===== config.mk =====
export PLATFORM = sky130hd
export DESIGN_NAME = cla32_adder_reg
export DESIGN_NICKNAME = d
export VERILOG_FILES = /design/src/rtl/cla32_adder_reg.sv
export SDC_FILE = /design/constraint.sdc
export NUM_CORES = 1
export LEC_CHECK = 0
export CORE_AREA = 2 2 92 94
export DETAILED_ROUTE_END_ITERATION = 16
export DIE_AREA = 0 0 94 96
export HOLD_SLACK_MARGIN = 0.06
export SYNTH_ARGS = -nofsm -noshare
export SYNTH_HDL_FRONTEND = slang
export SYNTH_SLANG_ARGS = --single-unit

===== constraint.sdc =====
create_clock -name clk -period 2.1 [get_ports clk]
set_input_delay 0.42 -clock clk [delete_from_list [all_inputs] [get_ports clk]]
set_output_delay 0.42 -clock clk [all_outputs]
set_load 0.01 [all_outputs]

===== src/rtl/cla32_adder_reg.sv =====
`default_nettype none
// ============================================================================
//  Module   : cla32_adder_reg
//  Brief    : Two-level carry-lookahead adder with registered sum/cout/of.
//             Define CLA_INPUT_REG_EN to also register the operands (2-cycle latency).
//  Revision : 1.0 - initial release
// ============================================================================
module cla32_adder_reg #(
    parameter int WIDTH = 32,
    parameter int BLK   = 4
) (
    input  logic             clk,
    input  logic             rst_n,
    input  logic             in_valid,
    input  logic [WIDTH-1:0] A,
    input  logic [WIDTH-1:0] B,
    input  logic             cin,
    output logic             out_valid,
    output logic [WIDTH-1:0] sum,
    output logic             cout,
    output logic             of
);

    localparam int c_NGRP = WIDTH / BLK;

    // AND of v[lo..hi]; an empty range yields 1.
    function automatic logic f_and_range(input logic [WIDTH-1:0] v, input int lo, input int hi);
        logic r;
        r = 1'b1;
        for (int i = 0; i < WIDTH; i++) begin
            if (i >= lo && i <= hi) r = r & v[i];
        end
        return r;
    endfunction

    // Flattened lookahead: carry out of the first n positions given carry-in ci.
    function automatic logic f_lookahead(input logic [WIDTH-1:0] g, input logic [WIDTH-1:0] p,
                                         input logic ci, input int n);
        logic r;
        r = ci & f_and_range(p, 0, n - 1);
        for (int j = 0; j < WIDTH; j++) begin
            if (j < n) r = r | (g[j] & f_and_range(p, j + 1, n - 1));
        end
        return r;
    endfunction

    logic             w_vld_op;
    logic [WIDTH-1:0] w_a;
    logic [WIDTH-1:0] w_b;
    logic             w_cin_op;

`ifdef CLA_INPUT_REG_EN
    logic             r_vld_in;
    logic [WIDTH-1:0] r_a;
    logic [WIDTH-1:0] r_b;
    logic             r_cin;

    always_ff @(posedge clk or negedge rst_n) begin
        if (!rst_n) begin
            r_vld_in <= 1'b0;
            r_a      <= '0;
            r_b      <= '0;
            r_cin    <= 1'b0;
        end else begin
            r_vld_in <= in_valid;
            r_a      <= A;
            r_b      <= B;
            r_cin    <= cin;
        end
    end

    assign w_vld_op = r_vld_in;
    assign w_a      = r_a;
    assign w_b      = r_b;
    assign w_cin_op = r_cin;
`else
    assign w_vld_op = in_valid;
    assign w_a      = A;
    assign w_b      = B;
    assign w_cin_op = cin;
`endif

    logic [WIDTH-1:0]  w_p;
    logic [WIDTH-1:0]  w_g;
    logic [WIDTH-1:0]  w_c;
    logic [WIDTH-1:0]  w_sum;
    logic [c_NGRP-1:0] w_gp;
    logic [c_NGRP-1:0] w_gg;
    logic [c_NGRP:0]   w_gc;
    logic              w_of;

    assign w_p = w_a ^ w_b;
    assign w_g = w_a & w_b;

    for (genvar gi = 0; gi < c_NGRP; gi++) begin : g_grp
        logic [BLK-1:0] w_bp;
        logic [BLK-1:0] w_bg;
        logic [BLK-1:0] w_bc;

        assign w_bp     = w_p[gi*BLK +: BLK];
        assign w_bg     = w_g[gi*BLK +: BLK];
        assign w_gp[gi] = &w_bp;
        assign w_gg[gi] = f_lookahead(WIDTH'(w_bg), WIDTH'(w_bp), 1'b0, BLK);

        // Bit carries inside the group come straight from the group carry-in.
        always_comb begin
            w_bc = '0;
            for (int b = 0; b < BLK; b++) begin
                w_bc[b] = f_lookahead(WIDTH'(w_bg), WIDTH'(w_bp), w_gc[gi], b);
            end
        end

        assign w_c[gi*BLK +: BLK] = w_bc;
    end

    // Second level: every group carry is a direct sum of products, no ripple.
    always_comb begin
        w_gc = '0;
        for (int k = 0; k <= c_NGRP; k++) begin
            w_gc[k] = f_lookahead(WIDTH'(w_gg), WIDTH'(w_gp), w_cin_op, k);
        end
    end

    assign w_sum = w_p ^ w_c;
    assign w_of  = (w_a[WIDTH-1] == w_b[WIDTH-1]) & (w_sum[WIDTH-1] != w_a[WIDTH-1]);

    logic             r_out_valid;
    logic [WIDTH-1:0] r_sum;
    logic             r_cout;
    logic             r_of;

    always_ff @(posedge clk or negedge rst_n) begin
        if (!rst_n) begin
            r_out_valid <= 1'b0;
            r_sum       <= '0;
            r_cout      <= 1'b0;
            r_of        <= 1'b0;
        end else begin
            r_out_valid <= w_vld_op;
            if (w_vld_op) begin
                r_sum  <= w_sum;
                r_cout <= w_gc[c_NGRP];
                r_of   <= w_of;
            end
        end
    end

    assign out_valid = r_out_valid;
    assign sum       = r_sum;
    assign cout      = r_cout;
    assign of        = r_of;

endmodule
`default_nettype wire


==> results.cfg, run 1 <==
[outcome]
status = finished, violations left
violations = negative setup slack

[synth]
synthTopCellsByArea = dfrtp_1, ha_1, mux2_2
syn_avg_cell_area_sq_um = 9.87
yosysSeqAreaShare = 0.319
ys.flop_type = dfrtp_1
synthArstFlopShare = 1.00
synth_most_common_cell = dfrtp_1
ys_ff_latch = 35
synth.net_count = 386
syn_inst = 278
synth_top_area_frac = 0.319
syn-cell-area_sq_mm = 0.00274
synth_largest_area_cell = dfrtp_1
synth_cell_types = 50
synthTopCellsByCount = dfrtp_1, ha_1, a21oi_1
yosys_warnings = 0
synth_edf_count = 0

[place]
place_area_sq_mm = 0.00457
post-place-ws_ns = -1.09
io_buffer_count = 102
hpwlAfterDp_microns = 6170
gp_congestion = 0.814
post-place-cells = 551

[power]
intPower_mw = 2.09
power_frac_seq = 0.291
p_per_area_mw_per_mm2 = 589
switching_share = 0.321
cellLeakagePower_nw = 2.32
p_switching_mw = 0.991
comb_power_share = 0.501
p_clk_frac = 0.208
ir_drop_mv = 0.371

[layout]
fin_area_sq_mm = 0.00524
drive_gt1_frac = 0.504
area_growth_pct = 91.0
multi_input_area_sq_mm = 0.00235
antenna_cells = 0
fillerInstances = 694
nets = 593
register_area_sq_um = 876
layout.cells.non_filler = 591

[setup_path]
worstSetupPathType = primary input to flip-flop
slowest_delay_ns = 0.42
crit_chain = buf_6 -> ha_4 -> nand4_1 -> nor3_2 -> a31oi_1 -> o21a_2 -> a21o_1 -> o21ai_2 -> buf_4 -> fa_2 -> mux2_4
critPathArrivalTime_ns = 2.55
slowest_stage = fa_2
cp_top_family = adder cells
start_kind = primary input
endpoint_kind = flip-flop
cp.buffers_inverters = 2
cp_max_fo = 4
critPathRequiredTime_ns = 2.29

[detailed_routing]
ant_nets = 0
wl_per_cell_microns = 14.6
wirelength_microns = 8660
vias = 2883
routed_via_density = 4.88
drc = 0
dr.pass1.iters = 4
drtIter0Drc = 53

[floorplan]
rows = 33
core_area_sq_mm = 0.00805
die-area_sq_mm = 0.00902
die_x_microns = 94
dieHeight_microns = 96
num_io_pins = 103
start_util = 0.341

[global_route]
grt_pass1_vias = 3096
track_usage = 0.195
grt_max_degree = 36
overflow = 0
grt_antenna_before_repair = 0
grt_pass1_wl_microns = 13900

[sta]
grt_setup_unrepaired = true
setup_viol = 13
tightest_slew_ns = 0.482
max-slew-margin-rel = 0.679
finalSetupTns_ns = -1.55
fin_crit_sh = 1.13
finalMaxSlewViolations = 0
whs_ns = 0.163
skew_ns = 0
hold_violations = 0
postLayoutSetupSlackWorst_ns = -0.266
fin_crit_ns = 2.37
max_freq_mhz = 423

[clock_tree]
htree_levels = 2
path_clk_slew_ns = 0.08
clock_latency_ns = 0.30
root_buffer = clkbuf_8
clock-sinks = 35
tritoncts = built
clk_path_buf_depth = 2
numCtsBuffers = 5

[worst_hold_path]
hold_class = primary input to async pin

[run]
drv_cap = 0
==> area by class of cell <==
| class | instances | share of cell area |
|---|---|---|
| Inverter | 16 | 0.0115 |
| Sequential cell | 35 | 0.167 |
| Timing Repair Buffer | 208 | 0.326 |
| Clock inverter | 3 | 0.00836 |
| Clock buffer | 5 | 0.0131 |
| Tap cell | 105 | 0.0251 |
| Multi-Input combinational cell | 219 | 0.449 |
==> per-stage QoR <==
step | power (mW) | util
after floorplan | 1.49 | -
after CTS | 3.03 | 0.631
after detailed placement | 2.22 | 0.568
after global routing | 3.28 | 0.651
final | 3.08 | 0.651
after global placement | 2.20 | 0.568
==> state kept, by name (all words and copies together), names as in the netlist <==
| name | flops |
|---|---|
| sum | 32 |
| out_valid | 1 |
| of | 1 |
| cout | 1 |
==> path summary, 6_finish.rpt <==
check,from,endpoint,slack (ns),cells after the start
worst max-delay path,A[11],sum[24],-0.27,11
max in group asynchronous,rst_n,sum[0],1.60,2
worst min-delay path,rst_n,out_valid,0.16,2
worst max register to register,sum[27],sum[27],0.86,2
worst min register to register,sum[18],sum[18],0.50,2
min in group clk,sum[18],sum[18],0.50,2
==> worst reg2reg max path, delay by kind of cell, from the launching register on <==
kind	cells	cell delay, ns
DFF	1	0.41
and+or+nand+nor	1	0.36
AOI/OAI and AO/OA	1	0.35
==> layout by cell type, fill, tap and decap left out, drive strengths merged, types with 5 or more instances in the layout <==
| cell type | count |
|---|---|
| dlygate4sd2 | 13 |
| fa | 8 |
| xnor2 | 14 |
| nand2 | 22 |
| nand4 | 5 |
| clkdlybuf4s50 | 43 |
| a21oi | 26 |
| mux2 | 15 |
| ha | 32 |
| inv | 16 |
| clkbuf | 14 |
| o21ai | 13 |
| buf | 140 |
| nor2 | 20 |
| a21o | 8 |
| dfrtp | 35 |
==> power groups by stage <==
stage | logic, mW | clock network (mW) | registers, mW
2_1_floorplan | 0.523 | 0 | 0.970
3_3_place_gp | 1.29 | 0 | 0.907
3_5_place_dp | 1.31 | 0 | 0.909
4_1_cts | 1.47 | 0.663 | 0.898
5_1_grt | 1.67 | 0.693 | 0.914
6_report | 1.55 | 0.641 | 0.897
==> per-layer routing <==
metal | global-route usage | vias up | share of wire
met2 | 0.364 | 60 | 0.53
met5 | 0 | - | 0
met3 | 0.0415 | 10 | 0.043
met1 | 0.227 | 1378 | 0.42
met4 | 0.0531 | 0 | 0.013
li1 | - | 1435 | -
==> cell families after synthesis <==
logic type	share of synthesized area
compound gates	0.221
simple gates	0.109
fa+ha+maj	0.204
flops	0.319
buf+inv	0.0374
xor+xnor	0.0479
mux	0.0616
==> repair_timing <==
| item | in CTS | in global routing |
|---|---|---|
| hold buffers | 0 | 0 |
| gates resized for setup | 224 | 45 |
| pin swaps | 69 | 41 |
| setup buffers | 26 | 8 |
| endpoints found under the setup margin | 30 | 25 |
| hold endpoints to repair | 0 | 0 |
(Power assumes the default switching activity.)
==> run 2, diff against run 1 <==
Settings changed: SLEW_MARGIN set to 20, TNS_END_PERCENT set to 10.
==> results.cfg, run 2 (same netlist as run 1, synthesis figures left out) <==
[sta]
hold_violations = 0
whs_ns = 0.174
max_freq_mhz = 409
skew_ns = 0
setup_viol = 18
finalSetupTns_ns = -3.25
postLayoutSetupSlackWorst_ns = -0.344
finalMaxSlewViolations = 0
fin_crit_sh = 1.16
fin_crit_ns = 2.44
max-slew-margin-rel = 0.658
grt_setup_unrepaired = true
tightest_slew_ns = 0.513

[layout]
most-common-layout-cells = buf_4, clkdlybuf4s50_1, dfrtp_1
nets = 580
fin_area_sq_mm = 0.00503
layout_commonest_cell = buf_4
antenna_cells = 0
largest_reg_flops = 32
drive_gt1_frac = 0.425
area_growth_pct = 83.3
final_util = 0.624

[global_route]
grt_pass1_wl_microns = 13400
grt_antenna_before_repair = 0
overflow = 0
grt_max_degree = 44
grt_pass1_vias = 2976
track_usage = 0.187

[clock_tree]
clock-sinks = 35
clk_path_buf_depth = 2
hold_buffers = 0
htree_levels = 2
root_buffer = clkbuf_8
clock_latency_ns = 0.28
tritoncts = built
numCtsBuffers = 5
path_clk_slew_ns = 0.07

[outcome]
violations = negative setup slack
status = finished, violations left

[setup_path]
start_kind = primary input
cp_max_fo = 3
r2r-start = sum[27]
worstSetupPathType = primary input to flip-flop
critPathRequiredTime_ns = 2.28
endpoint_kind = flip-flop
critPathArrivalTime_ns = 2.62
r2r-end = sum[27]
rrSetupSlack_ns = 0.82
r2r_cells = 2

[place]
gp_congestion = 0.758
place_area_sq_mm = 0.00454
hpwlAfterDp_microns = 6170
post-place-ws_ns = -1.03
io_buffer_count = 102

[detailed_routing]
drtIter0Drc = 62
dr.pass1.iters = 4
wl_per_cell_microns = 14.6
ant_nets = 0
routed_via_density = 4.92
wirelength_microns = 8420
drc = 0
vias = 2846

[worst_hold_path]
hold_class = primary input to async pin

[floorplan]
core_area_sq_mm = 0.00805
dieHeight_microns = 96
rows = 33
die_x_microns = 94
start_util = 0.341
die-area_sq_mm = 0.00902
num_io_pins = 103

[power]
p_per_area_mw_per_mm2 = 562
cellLeakagePower_nw = 2.21
ir_drop_mv = 0.381

[run]
drv_cap = 0
==> run 2: cell count changes in the layout (fill, tap and decap cells not counted), moves of 4 or more <==
cell,delta
buf_2,-18
buf_4,-8
dlygate4sd2_1,+6
clkdlybuf4s50_1,+7
ha_1,+4
a21oi_1,+4
==> run 2: stage by stage <==
stage	total power [mW]	instances
after floorplan	1.48	278
after global placement	2.20	554
after detailed placement	2.21	554
after CTS	2.80	577
after global routing	3.03	578
final	2.83	578
==> run 2: critical path, cell delays in order <==
cell and delay, ns:
buf_2 0.12, ha_4 0.27, nand4_1 0.15, nor3_4 0.24, a31oi_4 0.10, o21a_2 0.16
a21o_1 0.18, o21ai_2 0.13, a21o_1 0.14, fa_2 0.43, mux2_4 0.26
==> run 2: power breakdown <==
| part | total (mW) | switching (mW) | internal (mW) |
|---|---|---|---|
| clock network | 0.484 | 0.251 | 0.233 |
| registers | 0.898 | 0.0807 | 0.818 |
| logic | 1.44 | 0.585 | 0.858 |
| total | 2.83 | 0.916 | 1.91 |
==> run 2: per-layer routing <==
| metal | track usage | share of wire | up-vias |
|---|---|---|---|
| met4 | 0.0447 | 0.011 | 0 |
| met1 | 0.238 | 0.44 | 1359 |
| met2 | 0.326 | 0.50 | 62 |
| met5 | 0 | 0 | - |
| met3 | 0.0392 | 0.041 | 7 |
| li1 | - | - | 1418 |
==> run 2: final cells by class <==
| type | instances | area, sq um |
|---|---|---|
| repair buffers | 195 | 1680 |
| well taps | 105 | 131 |
| inverters | 16 | 60.1 |
| flip-flops and latches | 35 | 876 |
| multi-input cells | 219 | 2200 |
| fillers | 717 | 3020 |
| clock buffers | 7 | 76.3 |
| clock inverters | 1 | 5.00 |
==> run 2: repair_timing <==
item / in CTS / in global routing
gates cloned: 0 / 0
setup endpoints to repair: 29 / 22
hold endpoints to repair: 0 / 0
buffers inserted: 15 / 1
pin swaps: 59 / 18
resized for setup: 166 / 40
==> run 2: worst max-delay path by stage <==
stage,slack (ns),to,from
2_1_floorplan,-0.45,sum[28],B[9]
3_3_place_gp,-0.98,sum[28],A[0]
3_5_place_dp,-1.03,sum[28],A[0]
4_1_cts,-0.28,sum[28],B[0]
5_1_grt,-0.40,sum[20],B[9]
6_report,-0.34,sum[28],B[15]
